**src/rtl/airlock_pkg.sv**
```systemverilog
// Shared types and defaults for the airlock countdown-timer controller.
package airlock_pkg;

  typedef enum logic [1:0] {
    ST_IDLE = 2'd0,
    ST_RUN  = 2'd1,
    ST_DONE = 2'd2
  } state_e;

  typedef enum logic [1:0] {
    SEL_NONE  = 2'd0,
    SEL_WAIT  = 2'd1,
    SEL_FILL  = 2'd2,
    SEL_DRAIN = 2'd3
  } sel_e;

  localparam int unsigned MIN_W         = 4;
  localparam int unsigned DEF_TICK_DIV  = 50;
  localparam int unsigned DEF_WAIT_MIN  = 5;
  localparam int unsigned DEF_FILL_MIN  = 7;
  localparam int unsigned DEF_DRAIN_MIN = 8;

  // Level of the start request belonging to the latched phase.
  function automatic logic sel_start(sel_e sel, logic wait_s, logic fill_s, logic drain_s);
    logic s;
    case (sel)
      SEL_WAIT:  s = wait_s;
      SEL_FILL:  s = fill_s;
      SEL_DRAIN: s = drain_s;
      default:   s = 1'b0;
    endcase
    return s;
  endfunction

endpackage

```
**src/rtl/min_prescaler.sv**
```systemverilog
// Minute-tick divider: counts 0..TICK_DIV-1 while enabled and pulses tick on wrap.
module min_prescaler #(
  parameter int unsigned TICK_DIV = 50
) (
  input  logic clk,
  input  logic reset,
  input  logic clr,
  input  logic en,
  output logic tick
);

  localparam int unsigned CNT_W = $clog2(TICK_DIV);

  logic [CNT_W-1:0] tick_cnt_q;
  logic [CNT_W-1:0] tick_cnt_d;
  logic             wrap_c;

  always_comb begin
    tick_cnt_d = tick_cnt_q;
    wrap_c     = (tick_cnt_q == CNT_W'(TICK_DIV - 1));
    if (clr) begin
      tick_cnt_d = '0;
    end else if (en) begin
      tick_cnt_d = wrap_c ? '0 : tick_cnt_q + CNT_W'(1);
    end
  end

  // Combinational so the wrap and the minute decrement share one edge.
  assign tick = en && !clr && wrap_c;

  always_ff @(posedge clk) begin
    if (reset) begin
      tick_cnt_q <= '0;
    end else begin
      tick_cnt_q <= tick_cnt_d;
    end
  end

endmodule

```
**src/rtl/airlock_timer_ctrl.sv**
```systemverilog
// Time-shared wait/fill/drain countdown timer for the airlock interlock.
// Optional remain_min display output is enabled by defining TIMER_REMAIN_OUT_EN.
module airlock_timer_ctrl
  import airlock_pkg::*;
#(
  parameter int unsigned TICK_DIV  = DEF_TICK_DIV,
  parameter int unsigned WAIT_MIN  = DEF_WAIT_MIN,
  parameter int unsigned FILL_MIN  = DEF_FILL_MIN,
  parameter int unsigned DRAIN_MIN = DEF_DRAIN_MIN
) (
  input  logic             clk,
  input  logic             reset,
  input  logic             wait_start,
  input  logic             fill_start,
  input  logic             drain_start,
  output logic             wait_done,
  output logic             fill_done,
  output logic             drain_done,
  output logic             busy
`ifdef TIMER_REMAIN_OUT_EN
  ,
  output logic [MIN_W-1:0] remain_min
`endif
);

  state_e           state_q, state_d;
  sel_e             sel_q, sel_d;
  logic [MIN_W-1:0] min_cnt_q, min_cnt_d;
  logic [2:0]       done_q, done_d;
  logic             busy_q, busy_d;
  logic             pre_clr, pre_en, tick;
  logic             sel_start_c;

  min_prescaler #(
    .TICK_DIV (TICK_DIV)
  ) u_prescaler (
    .clk   (clk),
    .reset (reset),
    .clr   (pre_clr),
    .en    (pre_en),
    .tick  (tick)
  );

  assign sel_start_c = sel_start(sel_q, wait_start, fill_start, drain_start);

  always_comb begin
    state_d   = state_q;
    sel_d     = sel_q;
    min_cnt_d = min_cnt_q;
    pre_clr   = 1'b1;
    pre_en    = 1'b0;
    case (state_q)
      ST_IDLE: begin
        if (drain_start) begin
          state_d   = ST_RUN;
          sel_d     = SEL_DRAIN;
          min_cnt_d = MIN_W'(DRAIN_MIN);
        end else if (fill_start) begin
          state_d   = ST_RUN;
          sel_d     = SEL_FILL;
          min_cnt_d = MIN_W'(FILL_MIN);
        end else if (wait_start) begin
          state_d   = ST_RUN;
          sel_d     = SEL_WAIT;
          min_cnt_d = MIN_W'(WAIT_MIN);
        end
      end
      ST_RUN: begin
        // A dropped request aborts even on the expiry edge.
        if (!sel_start_c) begin
          state_d   = ST_IDLE;
          sel_d     = SEL_NONE;
          min_cnt_d = '0;
        end else begin
          pre_clr = 1'b0;
          pre_en  = 1'b1;
          if (tick) begin
            min_cnt_d = (min_cnt_q != '0) ? min_cnt_q - MIN_W'(1) : '0;
            if (min_cnt_q == MIN_W'(1)) begin
              state_d = ST_DONE;
            end
          end
        end
      end
      ST_DONE: begin
        if (!sel_start_c) begin
          state_d   = ST_IDLE;
          sel_d     = SEL_NONE;
          min_cnt_d = '0;
        end
      end
      default: begin
        state_d   = ST_IDLE;
        sel_d     = SEL_NONE;
        min_cnt_d = '0;
      end
    endcase

    done_d = {3{state_d == ST_DONE}} &
             {sel_d == SEL_DRAIN, sel_d == SEL_FILL, sel_d == SEL_WAIT};
    busy_d = (state_d != ST_IDLE);
  end

  always_ff @(posedge clk) begin
    if (reset) begin
      state_q   <= ST_IDLE;
      sel_q     <= SEL_NONE;
      min_cnt_q <= '0;
      done_q    <= '0;
      busy_q    <= 1'b0;
    end else begin
      state_q   <= state_d;
      sel_q     <= sel_d;
      min_cnt_q <= min_cnt_d;
      done_q    <= done_d;
      busy_q    <= busy_d;
    end
  end

  assign wait_done  = done_q[0];
  assign fill_done  = done_q[1];
  assign drain_done = done_q[2];
  assign busy       = busy_q;

`ifdef TIMER_REMAIN_OUT_EN
  logic [MIN_W-1:0] remain_q;

  always_ff @(posedge clk) begin
    if (reset) begin
      remain_q <= '0;
    end else begin
      remain_q <= (state_d == ST_RUN) ? min_cnt_d : '0;
    end
  end

  assign remain_min = remain_q;
`endif

endmodule

```
**config.mk**
```make
export PLATFORM = sky130hd
export DESIGN_NAME = airlock_timer_ctrl
export DESIGN_NICKNAME = d
export VERILOG_FILES = /design/src/rtl/airlock_pkg.sv /design/src/rtl/min_prescaler.sv /design/src/rtl/airlock_timer_ctrl.sv
export SDC_FILE = /design/constraint.sdc
export NUM_CORES = 1
export LEC_CHECK = 0
export CAP_MARGIN = 5
export CORE_ASPECT_RATIO = 1.4
export CORE_MARGIN = 2
export CORE_UTILIZATION = 52
export CTS_BUF_LIST = sky130_fd_sc_hd__clkbuf_2 sky130_fd_sc_hd__clkbuf_4 sky130_fd_sc_hd__clkbuf_8
export DETAILED_ROUTE_END_ITERATION = 7
export PLACE_DENSITY = 0.76
export SLEW_MARGIN = 20
export SYNTH_ARGS = -nofsm -noshare
export SYNTH_HDL_FRONTEND = slang
export SYNTH_SLANG_ARGS = --single-unit
```
**constraint.sdc**
```tcl
create_clock -name clk -period 1.62 [get_ports clk]
set_input_delay 0.324 -clock clk [delete_from_list [all_inputs] [get_ports clk]]
set_output_delay 0.324 -clock clk [all_outputs]
set_load 0.05 [all_outputs]
```
* Yosys cells after proc, flatten, opt, wreduce, memory -nomap -nowiden
Cells that the tools add are included.
** Storage, ports and cells
- Bits in registers :: 18
- Bits of input ports :: 5
- Word-level logic and storage cells :: 59
** Cells by class
- Add/sub/neg operators :: 2
- Eq/ne operators :: 14
- Multiplexer cells :: 27
- Bitwise gates (word level) :: 1
- Reduce and logical (&&, ||, !) cells :: 9
** Operator list (count)
- $mux W4 :: 7
- $mux W2 :: 11
- $eq A2 B2 Y1 const B :: 6
- $pmux W4 S3 :: 1
- $add A6 B1 Y6 const B :: 1
- $eq A2 B1 Y1 const B :: 3
- $eq A6 B6 Y1 const B :: 1
- $mux W6 :: 1
- $pmux W2 S3 :: 1
- $eq A4 B1 Y1 const B :: 1
- $mux W1 :: 4
- $ne A4 B4 Y1 const B :: 1
- $pmux W2 S2 :: 1
- $reduce_bool A4 Y1 :: 1
- $reduce_or A2 Y1 :: 2
- $sub A4 B1 Y4 const B :: 1
- $and A3 B3 Y3 :: 1
- $ne A3 B3 Y1 const B :: 1
- $pmux W1 S3 :: 1
- $reduce_and A3 Y1 :: 1
- $logic_and A1 B1 Y1 :: 2
- $logic_not A2 Y1 :: 1
- $ne A2 B2 Y1 const B :: 1
- $reduce_bool A2 Y1 :: 1
- $logic_not A1 Y1 :: 1

* Depth between registers and ports, before layout
- Word-level depth :: 12
- Depth in mapped cells :: 7

* By module
From an unflattened synthesis, not the netlist that was laid out.
** Unflattened totals
- Cell total of the unflattened synthesis :: 114
- Area total of the unflattened synthesis :: 1048.5 um^2
** By module, submodules not included
- airlock_timer_ctrl :: times used 1, cells an instance 82, area an instance 743.2 um^2, sequential area each 240.2 um^2
- min_prescaler :: times used 1, cells an instance 32, area an instance 305.3 um^2, sequential area each 120.1 um^2

* Worst setup path after synthesis
OpenSTA, ideal clock, no wires.
- Path kind :: flip-flop to flip-flop
- From :: reg sel_q[0]
- To :: reg done_q[2]
- Arrival time :: 1542 ps
- Required time :: 1560 ps
- Slack :: 19 ps
- Cell stages (with the launch flop) :: 6
- Path buffers :: 0
- Path through :: dfxtp_1 mux2i_2 o22ai_2 a221o_1 a211oi_2 and3b_1
** On the way
- Longest elaborated chain between the ends :: 12
- Elaborated cells on any way between the ends :: 23
- Classes of those cells :: 5 x eq/ne; 14 x mux; 1 x bitwise; 3 x reduce/logical
** RTL lines
- from (decl) :: RTL line airlock_timer_ctrl.sv:27 : sel_e sel_q, sel_d;
- from (signal assigned) :: RTL line airlock_timer_ctrl.sv:113 : sel_q <= sel_d;
- $eq A2 B2 Y1 or $eq A2 B1 Y1 (tied branches) :: RTL line airlock_pkg.sv:26 : case (sel)
- $pmux W1 S3 :: RTL line airlock_pkg.sv:26
- $mux W1 :: RTL line airlock_timer_ctrl.sv:70 : if (!sel_start_c) begin
- $mux W1 :: RTL line airlock_timer_ctrl.sv:52 : case (state_q)
- $logic_not A1 Y1 :: RTL line min_prescaler.sv:29 : assign tick = en && !clr && wrap_c;
- $logic_and A1 B1 Y1 (2 in series) :: RTL line min_prescaler.sv:29
- $mux W2 :: RTL line airlock_timer_ctrl.sv:77 : if (tick) begin
- $mux W2 :: RTL line airlock_timer_ctrl.sv:70
- $pmux W2 S3 :: RTL line airlock_timer_ctrl.sv:52
- $eq A2 B2 Y1 :: RTL line airlock_timer_ctrl.sv:99 : done_d = {3{state_d == ST_DONE}} &
- $and A3 B3 Y3 (*) :: RTL line airlock_timer_ctrl.sv:99
- to (signal assigned) :: RTL line airlock_timer_ctrl.sv:115 : done_q <= done_d;
- to (decl) :: RTL line airlock_timer_ctrl.sv:29 : logic [2:0] done_q, done_d;
Every way passes the cells marked *; elsewhere a longest branch is shown, timed or not.
A chain may end at the register's enable or synchronous reset.

* Worst setup path in the final report
- From :: reg state_q[1]
- To :: reg done_q[0]
** On the way
- Longest elaborated chain between the ends :: 10
- Elaborated cells on any way between the ends :: 21
- Classes of those cells :: 4 x eq/ne; 11 x mux; 1 x bitwise; 5 x reduce/logical
** RTL lines
- from (decl) :: RTL line airlock_timer_ctrl.sv:26 : state_e state_q, state_d;
- from (signal assigned) :: RTL line airlock_timer_ctrl.sv:112 : state_q <= state_d;
- $eq A2 B1 Y1 :: RTL line airlock_timer_ctrl.sv:52
- $mux W1 :: RTL line airlock_timer_ctrl.sv:52
- $logic_not A1 Y1 :: RTL line min_prescaler.sv:29
- $logic_and A1 B1 Y1 (2 in series) :: RTL line min_prescaler.sv:29
- $mux W2 :: RTL line airlock_timer_ctrl.sv:77
- $mux W2 :: RTL line airlock_timer_ctrl.sv:70
- $pmux W2 S3 :: RTL line airlock_timer_ctrl.sv:52
- $eq A2 B2 Y1 :: RTL line airlock_timer_ctrl.sv:99
- $and A3 B3 Y3 (*) :: RTL line airlock_timer_ctrl.sv:99
Marks and branches as above.

==> impl_metrics.yaml <==
run_status:
  status: "finished with violations"
  violations: "setup timing"
place:
  pre_cts_ws_ns: -0.369
  dp_hpwl_mm: 1.60
  io_buffers: 8
  gp_congestion: 0.742
worst_setup_path:
  cp-start-kind: "flip-flop"
  crit_chain: "inv_1, ha_4, nand2b_1, o22ai_4, a221o_1, a211oi_2, and3_1"
  ff2ff_path_depth: 7
  crit_path_max_incr_delay_ns: 0.37
  crit_fanout: 4
  critPathSlowestCell: "a221o_1"
  worstPathArrival_ns: 1.91
  cp.required_ns: 1.86
  timing_worst_setup_path_type: "flip-flop to flip-flop"
  cp-end-kind: "flip-flop"
pwr:
  vdd_ir_drop_max_mv: 0.515
  p_sw_uw: 333
  swShare: 0.307
  p_leak_uw: 0.000551
  power_frac_seq: 0.457
  p_int_uw: 754
  clockPowerShare: 0.256
  combPwrFrac: 0.287
  totalPowerFinal_uw: 1090
  power.density_nw_per_um2: 808
die:
  num_io_pins: 9
  die_h_um: 55.1
  start_util: 0.552
  fp.dieW_um: 40.5
  die_area_um2: 2230
  rows: 18
  design.core.area_um2: 1760
finish:
  multi_input_area_um2: 686
  area_growth_pct: 38.7
  nNetsFinal: 149
  num-fill-cells: 129
  layout-drive-gt1-share: 0.380
  post-route-util: 0.766
  antennaDiodeCount: 0
  mostFrequentLayoutCell: "buf_4"
  final_cell_mix: "buf_4, nor2_1, dfxtp_1, nand2_1"
  seq_area_um2: 369
sta:
  slew_viol_final: 0
  timing.fmax_ghz: 0.602
  finalHoldViolCount: 0
  grt_setup_unrepaired: "yes"
  finalClockSkew_ns: 0.00253
  tightest_slew_ns: 0.325
  maxSlewHeadroom: 0.783
  setup_slack_ns: -0.0423
  fin_crit_ns: 1.66
  finalCritPeriodShare: 1.03
  setup_violations: 3
  tns_ns: -0.122
route:
  drt_iter0_drc: 17
  vias_per_cell: 5.61
  drt_pass1_iterations: 4
  ant_nets: 0
  drc_errors: 0
  drt_wl_total_mm: 2.33
  vias: 881
  wl_per_cell_um: 14.8
global_route:
  grt_first_pass_wirelength_mm: 3.43
  antenna_found_initial: 0
  grt_pass1_vias: 856
  grt_max_degree: 11
  grtUsageTotal: 0.223
  grt-ovfl-total: 0
yosys:
  synthesis.nets: 120
  syn_avg_cell_area_um2: 8.90
  synth_warnings: 0
  syn_area_um2: 970
  synth-main-ff-cell: "dfxtp_1"
  synthCells: 109
  yosysSeqAreaShare: 0.372
  ys_ff_latch: 18
  synthArstFlopShare: 0
  synth_cell_types: 41
  synth-edff-count: 0
clock_network:
  clkTransAtPathRegs_ns: 0.10
  htree_num_levels: 1
  clk_path_buf_depth: 2
  root_buffer: "clkbuf_4"
  clock_sinks: 18
  clock_latency_ns: 0.29
  hold_buffers: 0
  cts-buffers-inserted: 3
  cts_tree: "built"
hold_path:
  min_path_type: "flip-flop to flip-flop"
  holdPathStages: 2
flow_run:
  max-cap-violations: 0
[kinds of logic after synthesis]
kind of cell / synth area share
AOI/OAI and AO/OA: 0.185
muxes: 0.0361
xor gates and xnor gates: 0.0361
buffers and inverters: 0.0310
and+or+nand+nor: 0.263
DFF: 0.372
adders and majority gates: 0.0774
[cell type report]
| type | count | area share |
|---|---|---|
| multi-input cells | 83 | 0.510 |
| flip-flops and latches | 18 | 0.274 |
| repair buffers | 26 | 0.153 |
| clock buffers | 4 | 0.0270 |
| well taps | 20 | 0.0186 |
| inverters | 6 | 0.0167 |
[metrics by stage]
step	instances	hold slack (ns)	area (µm²)
3_3_place_gp	151	0.486	1180
4_1_cts	157	0.529	1260
5_1_grt	157	0.555	1350
2_1_floorplan	109	0.429	970
6_report	157	0.523	1350
3_5_place_dp	151	0.498	1180
[synth_stat cells, drive strengths merged (2+ instances only)]
cell / count / area, µm²
xnor2: 2 / 17.5
ha: 6 / 75.1
a21oi: 3 / 15.0
a32oi: 2 / 17.5
inv: 6 / 22.5
xor2: 2 / 17.5
nand2: 5 / 18.8
dfxtp: 18 / 360
and3: 3 / 18.8
clkbuf: 2 / 7.51
o21ai: 6 / 33.8
mux2i: 2 / 23.8
nor3: 4 / 20.0
or2: 3 / 18.8
o22ai: 2 / 18.8
nor2: 17 / 63.8
a221oi: 2 / 17.5
nor2b: 3 / 18.8
nand4: 2 / 12.5
nand3b: 3 / 22.5
[layer usage]
metal  up-vias  global-route usage  part of all wire
met2        13               0.410              0.54
met1       413               0.225              0.40
met5         -                   0                 0
met4         0               0.122             0.031
met3         7              0.0400             0.023
li1        448                   -                 -
[state kept, by name, indices dropped and copies added (netlist names)]
signal                  cells
busy                        1
done_q                      3
min_cnt_q                   4
sel_q                       2
state_q                     2
u_prescaler.tick_cnt_q      6
[repair_timing]
action	CTS	global route
pin swaps	5	2
resized for setup	10	18
setup buffers	2	0
setup endpoints to repair	7	9
[power groups by stage]
stage / sequential [µW] / combinational [µW] / clock, µW
floorplan: 515 / 148 / 0
global placement: 498 / 264 / 0
detailed placement: 499 / 271 / 0
CTS: 493 / 283 / 279
global route: 501 / 340 / 302
finish: 497 / 312 / 278
[final timing paths]
path	startpoint	end	slack (ns)
max	state_q[1]	done_q[0]	-0.04
min	u_prescaler.tick_cnt_q[5]	u_prescaler.tick_cnt_q[5]	0.52
max reg2reg	state_q[1]	done_q[0]	-0.04
min reg2reg	u_prescaler.tick_cnt_q[5]	u_prescaler.tick_cnt_q[5]	0.52
[critical path: cells and delay by family, from the launching register on]
kind	cells	cell delay (ns)
AND/OR/NAND/NOR	2	0.28
flip-flops	1	0.36
adder cells (fa/ha/maj)	1	0.17
AO/OA/AOI/OAI	3	0.72
buffers and inverters	1	0.08
Note: power is estimated with default switching activity, not from simulation.
